## src/rtl/serial_port_responder.sv

```systemverilog
`default_nettype none
// ============================================================================
//  Module   : serial_port_responder
//  Purpose  : Device-side end of the board serial-port handshake. Responds to
//             the host's active-low rdn/wrn strobes on an 8-bit bus, holds one
//             receive buffer byte, one transmit holding byte (THR) and one
//             transmit shift register, and exchanges 8N1 frames on rxd/txd.
//  Ports    : clk        - system clock (only clock)
//             rst        - synchronous reset, active low
//             rdn / wrn  - host read / write strobes, active low
//             data_i     - host write data, valid while wrn low
//             data_o     - receive buffer contents
//             data_oe    - bus drive enable (~rdn, 0 during reset)
//             data_ready - receive buffer holds an unread byte
//             tbre       - transmit holding register empty
//             tsre       - transmit shift register empty (line idle)
//             overrun    - sticky: a received byte was dropped
//             rxd        - asynchronous serial input
//             txd        - serial output, idle high
//  Revision : 1.0 - initial release
// ============================================================================
module serial_port_responder #(
    parameter int CLKS_PER_BIT = 96
) (
    input  logic       clk,
    input  logic       rst,
    input  logic       rdn,
    input  logic       wrn,
    input  logic [7:0] data_i,
    output logic [7:0] data_o,
    output logic       data_oe,
    output logic       data_ready,
    output logic       tbre,
    output logic       tsre,
    output logic       overrun,
    input  logic       rxd,
    output logic       txd
);

    localparam int                 c_cnt_w    = $clog2(CLKS_PER_BIT);
    localparam logic [c_cnt_w-1:0] c_cnt_last = c_cnt_w'(CLKS_PER_BIT - 1);
    localparam logic [c_cnt_w-1:0] c_cnt_half = c_cnt_w'(CLKS_PER_BIT / 2 - 1);

    typedef enum logic [1:0] {
        ST_IDLE  = 2'd0,
        ST_START = 2'd1,
        ST_DATA  = 2'd2,
        ST_STOP  = 2'd3
    } state_t;

    // ------------------------------------------------------------------
    // Host strobe history and write capture
    // ------------------------------------------------------------------
    logic       r_rdn_q;
    logic       r_wrn_q;
    logic [7:0] r_data_q;     // data_i from the previous cycle
    logic [7:0] r_thr;
    logic       r_tbre;
    logic       w_rd_rise;
    logic       w_wr_rise;
    logic       w_wr_accept;
    logic       w_tx_load;

    assign w_rd_rise   = rdn & ~r_rdn_q;
    assign w_wr_rise   = wrn & ~r_wrn_q;
    assign w_wr_accept = w_wr_rise & r_tbre;

    always_ff @(posedge clk) begin
        if (!rst) begin
            r_rdn_q  <= 1'b1;
            r_wrn_q  <= 1'b1;
            r_data_q <= 8'h00;
            r_thr    <= 8'h00;
            r_tbre   <= 1'b1;
        end else begin
            r_rdn_q  <= rdn;
            r_wrn_q  <= wrn;
            r_data_q <= data_i;
            // On the rising edge of wrn, data_i already belongs to the next
            // bus cycle, so the byte comes from the last cycle wrn was low.
            if (w_wr_accept) begin
                r_thr <= r_data_q;
            end
            // Load (tbre=0 only) and accept (tbre=1 only) never coincide.
            if (w_tx_load) begin
                r_tbre <= 1'b1;
            end else if (w_wr_accept) begin
                r_tbre <= 1'b0;
            end
        end
    end

    assign tbre    = r_tbre;
    assign data_oe = rst & ~rdn;

    // ------------------------------------------------------------------
    // Transmit FSM
    // ------------------------------------------------------------------
    state_t             r_tx_state, tx_state_n;
    logic [c_cnt_w-1:0] r_tx_cnt,   tx_cnt_n;
    logic [2:0]         r_tx_bit,   tx_bit_n;
    logic [7:0]         r_tx_shift, tx_shift_n;
    logic               r_txd,      txd_n;
    logic               r_tsre,     tsre_n;
    logic               w_tx_last;

    assign w_tx_last = (r_tx_cnt == c_cnt_last);

    always_ff @(posedge clk) begin
        if (!rst) begin
            r_tx_state <= ST_IDLE;
            r_tx_cnt   <= '0;
            r_tx_bit   <= 3'd0;
            r_tx_shift <= 8'h00;
            r_txd      <= 1'b1;
            r_tsre     <= 1'b1;
        end else begin
            r_tx_state <= tx_state_n;
            r_tx_cnt   <= tx_cnt_n;
            r_tx_bit   <= tx_bit_n;
            r_tx_shift <= tx_shift_n;
            r_txd      <= txd_n;
            r_tsre     <= tsre_n;
        end
    end

    always_comb begin
        tx_state_n = r_tx_state;
        tx_cnt_n   = r_tx_cnt + 1'b1;
        tx_bit_n   = r_tx_bit;
        tx_shift_n = r_tx_shift;
        txd_n      = r_txd;
        tsre_n     = r_tsre;
        w_tx_load  = 1'b0;
        case (r_tx_state)
            ST_IDLE: begin
                tx_cnt_n = '0;
                if (!r_tbre) begin
                    w_tx_load = 1'b1;
                end
            end
            ST_START: begin
                if (w_tx_last) begin
                    tx_state_n = ST_DATA;
                    tx_cnt_n   = '0;
                    tx_bit_n   = 3'd0;
                    txd_n      = r_tx_shift[0];
                end
            end
            ST_DATA: begin
                if (w_tx_last) begin
                    tx_cnt_n = '0;
                    if (r_tx_bit == 3'd7) begin
                        tx_state_n = ST_STOP;
                        txd_n      = 1'b1;
                    end else begin
                        tx_bit_n   = r_tx_bit + 3'd1;
                        tx_shift_n = {1'b0, r_tx_shift[7:1]};
                        txd_n      = r_tx_shift[1];
                    end
                end
            end
            ST_STOP: begin
                if (w_tx_last) begin
                    tx_cnt_n = '0;
                    // A pending THR byte starts immediately: no idle gap.
                    if (!r_tbre) begin
                        w_tx_load = 1'b1;
                    end else begin
                        tx_state_n = ST_IDLE;
                        tsre_n     = 1'b1;
                    end
                end
            end
            default: begin
                tx_state_n = ST_IDLE;
                tx_cnt_n   = '0;
            end
        endcase
        if (w_tx_load) begin
            tx_state_n = ST_START;
            tx_cnt_n   = '0;
            tx_shift_n = r_thr;
            txd_n      = 1'b0;
            tsre_n     = 1'b0;
        end
    end

    assign txd  = r_txd;
    assign tsre = r_tsre;

    // ------------------------------------------------------------------
    // Receive path: 2-flop synchronizer and receive FSM
    // ------------------------------------------------------------------
    logic               r_rx_s1;
    logic               r_rx_s2;
    state_t             r_rx_state, rx_state_n;
    logic [c_cnt_w-1:0] r_rx_cnt,   rx_cnt_n;
    logic [2:0]         r_rx_bit,   rx_bit_n;
    logic [7:0]         r_rx_shift, rx_shift_n;
    logic               w_rx_done;   // good stop bit seen this cycle

    always_ff @(posedge clk) begin
        if (!rst) begin
            r_rx_s1    <= 1'b1;
            r_rx_s2    <= 1'b1;
            r_rx_state <= ST_IDLE;
            r_rx_cnt   <= '0;
            r_rx_bit   <= 3'd0;
            r_rx_shift <= 8'h00;
        end else begin
            r_rx_s1    <= rxd;
            r_rx_s2    <= r_rx_s1;
            r_rx_state <= rx_state_n;
            r_rx_cnt   <= rx_cnt_n;
            r_rx_bit   <= rx_bit_n;
            r_rx_shift <= rx_shift_n;
        end
    end

    always_comb begin
        rx_state_n = r_rx_state;
        rx_cnt_n   = r_rx_cnt + 1'b1;
        rx_bit_n   = r_rx_bit;
        rx_shift_n = r_rx_shift;
        w_rx_done  = 1'b0;
        case (r_rx_state)
            ST_IDLE: begin
                rx_cnt_n = '0;
                if (!r_rx_s2) begin
                    rx_state_n = ST_START;
                end
            end
            ST_START: begin
                // Re-check the line half a bit in; a high here was a glitch.
                if (r_rx_cnt == c_cnt_half) begin
                    rx_cnt_n = '0;
                    rx_bit_n = 3'd0;
                    rx_state_n = r_rx_s2 ? ST_IDLE : ST_DATA;
                end
            end
            ST_DATA: begin
                if (r_rx_cnt == c_cnt_last) begin
                    rx_cnt_n   = '0;
                    rx_shift_n = {r_rx_s2, r_rx_shift[7:1]};
                    if (r_rx_bit == 3'd7) begin
                        rx_state_n = ST_STOP;
                    end else begin
                        rx_bit_n = r_rx_bit + 3'd1;
                    end
                end
            end
            ST_STOP: begin
                if (r_rx_cnt == c_cnt_last) begin
                    rx_cnt_n   = '0;
                    rx_state_n = ST_IDLE;
                    w_rx_done  = r_rx_s2;    // stop bit 0: frame silently dropped
                end
            end
            default: begin
                rx_state_n = ST_IDLE;
                rx_cnt_n   = '0;
            end
        endcase
    end

    // ------------------------------------------------------------------
    // Receive buffer, data_ready and overrun
    // ------------------------------------------------------------------
    logic [7:0] r_data_o;
    logic       r_data_ready;
    logic       r_overrun;

    always_ff @(posedge clk) begin
        if (!rst) begin
            r_data_o     <= 8'h00;
            r_data_ready <= 1'b0;
            r_overrun    <= 1'b0;
        end else if (w_rx_done) begin
            // A read finishing in the same cycle frees the buffer, so the
            // new byte is taken and any old overrun is cleared by that read.
            if (!r_data_ready || w_rd_rise) begin
                r_data_o     <= r_rx_shift;
                r_data_ready <= 1'b1;
                if (w_rd_rise) begin
                    r_overrun <= 1'b0;
                end
            end else begin
                r_overrun <= 1'b1;
            end
        end else if (w_rd_rise) begin
            r_data_ready <= 1'b0;
            r_overrun    <= 1'b0;
        end
    end

    assign data_o     = r_data_o;
    assign data_ready = r_data_ready;
    assign overrun    = r_overrun;

endmodule
`default_nettype wire
```

## config.mk

```make
export PLATFORM = sky130hd
export DESIGN_NAME = serial_port_responder
export DESIGN_NICKNAME = d
export VERILOG_FILES = /design/src/rtl/serial_port_responder.sv
export SDC_FILE = /design/constraint.sdc
export NUM_CORES = 1
export LEC_CHECK = 0
export CAP_MARGIN = 20
export CORE_MARGIN = 3
export CORE_UTILIZATION = 52
export DETAILED_ROUTE_END_ITERATION = 8
export PLACE_DENSITY_LB_ADDON = 0.15
export SYNTH_ARGS = -nofsm -noshare
export SYNTH_HDL_FRONTEND = slang
export SYNTH_SLANG_ARGS = --single-unit
export TNS_END_PERCENT = 50
```

## constraint.sdc

```tcl
create_clock -name clk -period 2.2 [get_ports clk]
set_input_delay 0.22 -clock clk [delete_from_list [all_inputs] [get_ports clk]]
set_output_delay 0.22 -clock clk [all_outputs]
set_load 0.005 [all_outputs]
```

==> results.py <==
metrics = {
    "drt": {
        "antenna_left": 0,
        "routed_wl_um": 5480,
        "firstDrtPassIters": 4,
        "post_drt_wl_per_cell_um": 13.0,
        "vias_per_cell": 5.33,
        "first_iter_violations": 49,
        "vias": 2249,
        "drc_errors": 0,
    },
    "power": {
        "power_mw": 2.55,
        "power_density_mw_per_mm2": 714,
        "ir_drop_mv": 0.511,
        "leakage_nw": 1.34,
    },
    "place": {
        "place_area_sq_mm": 0.00342,
        "dp_cells": 407,
        "gp_congestion": 0.880,
        "pre_cts_slack_ns": 0.353,
        "dp_hpwl_um": 3790,
        "io_buffers": 26,
    },
    "logic_synthesis": {
        "yosys_warnings": 0,
        "synth-async-reset-ratio": 0,
        "postSynthNetCount": 343,
        "netlist_instances": 318,
        "ys_ff_latch": 73,
        "syn_avg_cell_area_sq_um": 9.77,
        "yosysSeqAreaShare": 0.470,
        "yosys_most_used_dff": "dfxtp_1",
        "synthDistinctLibCells": 52,
        "synth_edf_count": 0,
        "syn_area_sq_mm": 0.00311,
    },
    "global_routing": {
        "grt_antenna_before_repair": 0,
        "grt_first_pass_wirelength_um": 9850,
        "grt_max_degree": 36,
        "grtUsageTotal": 0.171,
        "gr-total-overflow": 0,
        "grt_pass1_vias": 2214,
    },
    "setup_path": {
        "path_cells": "inv_1, ha_1, nand2b_1, nor2b_1, o21ai_0, a2111oi_0",
        "cp_data_arrival_time_ns": 2.10,
        "critical_path_class": "flip-flop to flip-flop",
        "crit_family": "compound AO/OA/AOI/OAI gates",
        "critPathMaxFanout": 8,
        "start_kind": "flip-flop",
        "cp_slowest_cell": "a2111oi_0",
        "max_stage_delay_ns": 0.43,
        "cp_num_buf_inv": 1,
        "cp_data_required_time_ns": 2.42,
        "cp-end-kind": "flip-flop",
    },
    "cells_and_area": {
        "final_cells": 422,
        "fin_nets": 371,
        "area_growth_pct": 15.2,
        "drive_above_1_share": 0.0914,
        "fin_util": 0.635,
        "stdcell_area_sq_mm": 0.00358,
        "antennaDiodeCount": 0,
    },
    "clocking": {
        "cts_max_path_buffers": 2,
        "cts_made_buffers": 9,
        "clk_latency_ns": 0.34,
        "path_clk_slew_ns": 0.07,
        "cts-root-buf": "clkbuf_8",
        "cts_num_sinks": 73,
        "cts_tree": "done",
        "cts.htree.levels": 3,
        "ctsResizeCount": 0,
        "hold_buffers": 0,
        "post_cts_buffers": 0,
    },
    "floorplan": {
        "die-area_sq_mm": 0.00694,
        "rows": 27,
        "core_area_sq_mm": 0.00564,
        "die_x_um": 83.3,
        "die_y_um": 83.3,
        "initial_core_util": 0.551,
        "io_pins": 27,
    },
    "timing": {
        "min_period_over_period": 0.856,
        "fmax_ghz": 0.531,
        "maxSlewViolCount": 0,
        "rsz0062_at_grt": "no",
        "fin_hold_ws_ns": 0.413,
        "hold_viol_final": 0,
        "setup_violations": 0,
        "skew_ns": 0.00902,
        "worstMarginPinSlew_ns": 0.551,
        "fin_crit_ns": 1.88,
        "setup_slack_ns": 0.317,
        "setup_tns_ns": 0,
        "slew_headroom": 0.631,
    },
    "hold_path": {
        "hp-class": "flip-flop to flip-flop",
    },
    "run": {
        "cap_viol_max_count": 0,
    },
    "status": {
        "outcome": "completed",
    },
}
==> synthesized netlist by cell type, types with 2 or more instances <==
cell type  instances  area, sq um
o21ai_0            7         35.0
nand4_1            2         12.5
nor3_1             5         25.0
ha_1              12          150
nand3_1            7         35.0
nand2b_1           7         43.8
a21oi_1           13         65.1
and3_1             3         18.8
buf_2              2         10.0
dfxtp_1           73         1460
or2_2              2         12.5
nor2b_1            2         12.5
o211a_1            2         20.0
and2_1             8         50.1
nand2_1           17         63.8
nor2_1            45          169
o31ai_1           10         75.1
xnor2_1            5         43.8
mux2i_1           33          330
a31oi_1            3         18.8
inv_1             13         48.8
clkbuf_8           2         27.5
clkbuf_1           8         30.0
xor2_1             5         43.8
o22ai_1            5         31.3
==> layer usage <==
layer	GRT usage	up-vias	wire (um)
met2	0.281	29	2570
met5	0	-	0
li1	-	1160	-
met1	0.206	1051	2610
met3	0.0675	9	219
met4	0.0535	0	89
==> sequential cells by signal, indices dropped and copies added (netlist names), named ones only <==
register    flops
data_ready      1
r_thr           8
r_wrn_q         1
data_o          8
r_rx_s2         1
tsre            1
r_rx_state      1
tbre            1
r_tx_shift      8
txd             1
r_rx_cnt        7
r_data_q        8
r_tx_cnt        7
r_rx_bit        3
r_tx_state      2
r_rdn_q         1
r_rx_s1         1
r_rx_shift      8
overrun         1
r_tx_bit        3
==> cells in the final DEF (no fill, tap or decap), drive strengths merged, types with 6 or more instances in the layout <==
| cell type | n |
|---|---|
| nor3 | 6 |
| clkbuf | 9 |
| ha | 12 |
| dfxtp | 73 |
| o31ai | 10 |
| clkdlybuf4s50 | 26 |
| mux2i | 33 |
| nand3 | 9 |
| buf | 6 |
| nand2 | 17 |
| nand2b | 8 |
| inv | 13 |
| and2 | 8 |
| a21oi | 13 |
| nor2 | 45 |
| o21ai | 7 |
==> power breakdown <==
part | switching (mW) | internal (mW) | leakage [nW]
sequential | 0.0319 | 1.37 | 0.593
clock | 0.481 | 0.396 | 0.0846
combinational | 0.154 | 0.125 | 0.663
==> worst reg2reg max path: stages, from the launching register on <==
cell and delay [ns]:
dfxtp_1 0.41, inv_1 0.11, ha_1 0.30, nand2b_1 0.19
nor2b_1 0.20, o21ai_0 0.12, a2111oi_0 0.43
==> final cells by class <==
type                       count  area (sq um)
inverter                      13          48.8
clock buffer                   9           124
clock inverter                 6          36.3
sequential                    73          1460
tap                           72          90.1
multi-input combinational    217          1510
fill                         487          2060
timing repair buffer          32           305
==> cell families after synthesis <==
| kind of cell | Yosys count | synth area share |
|---|---|---|
| XOR/XNOR | 10 | 0.0282 |
| multiplexers | 33 | 0.106 |
| buffers and inverters | 28 | 0.0447 |
| adder cells (fa/ha/maj) | 12 | 0.0483 |
| AO/OA/AOI/OAI | 52 | 0.120 |
| AND/OR/NAND/NOR | 110 | 0.182 |
| flip-flops | 73 | 0.470 |
==> path summary, 6_finish.rpt <==
check                                    from            end  slack [ns]  cells past startpoint
worst max register to register  r_tx_state[0]  r_tx_state[1]        0.32                      6
worst min register to register        r_rx_s1        r_rx_s2        0.41                      1
worst min-delay path                  r_rx_s1        r_rx_s2        0.41                      1
worst max-delay path            r_tx_state[0]  r_tx_state[1]        0.32                      6
(Power assumes the default switching activity.)
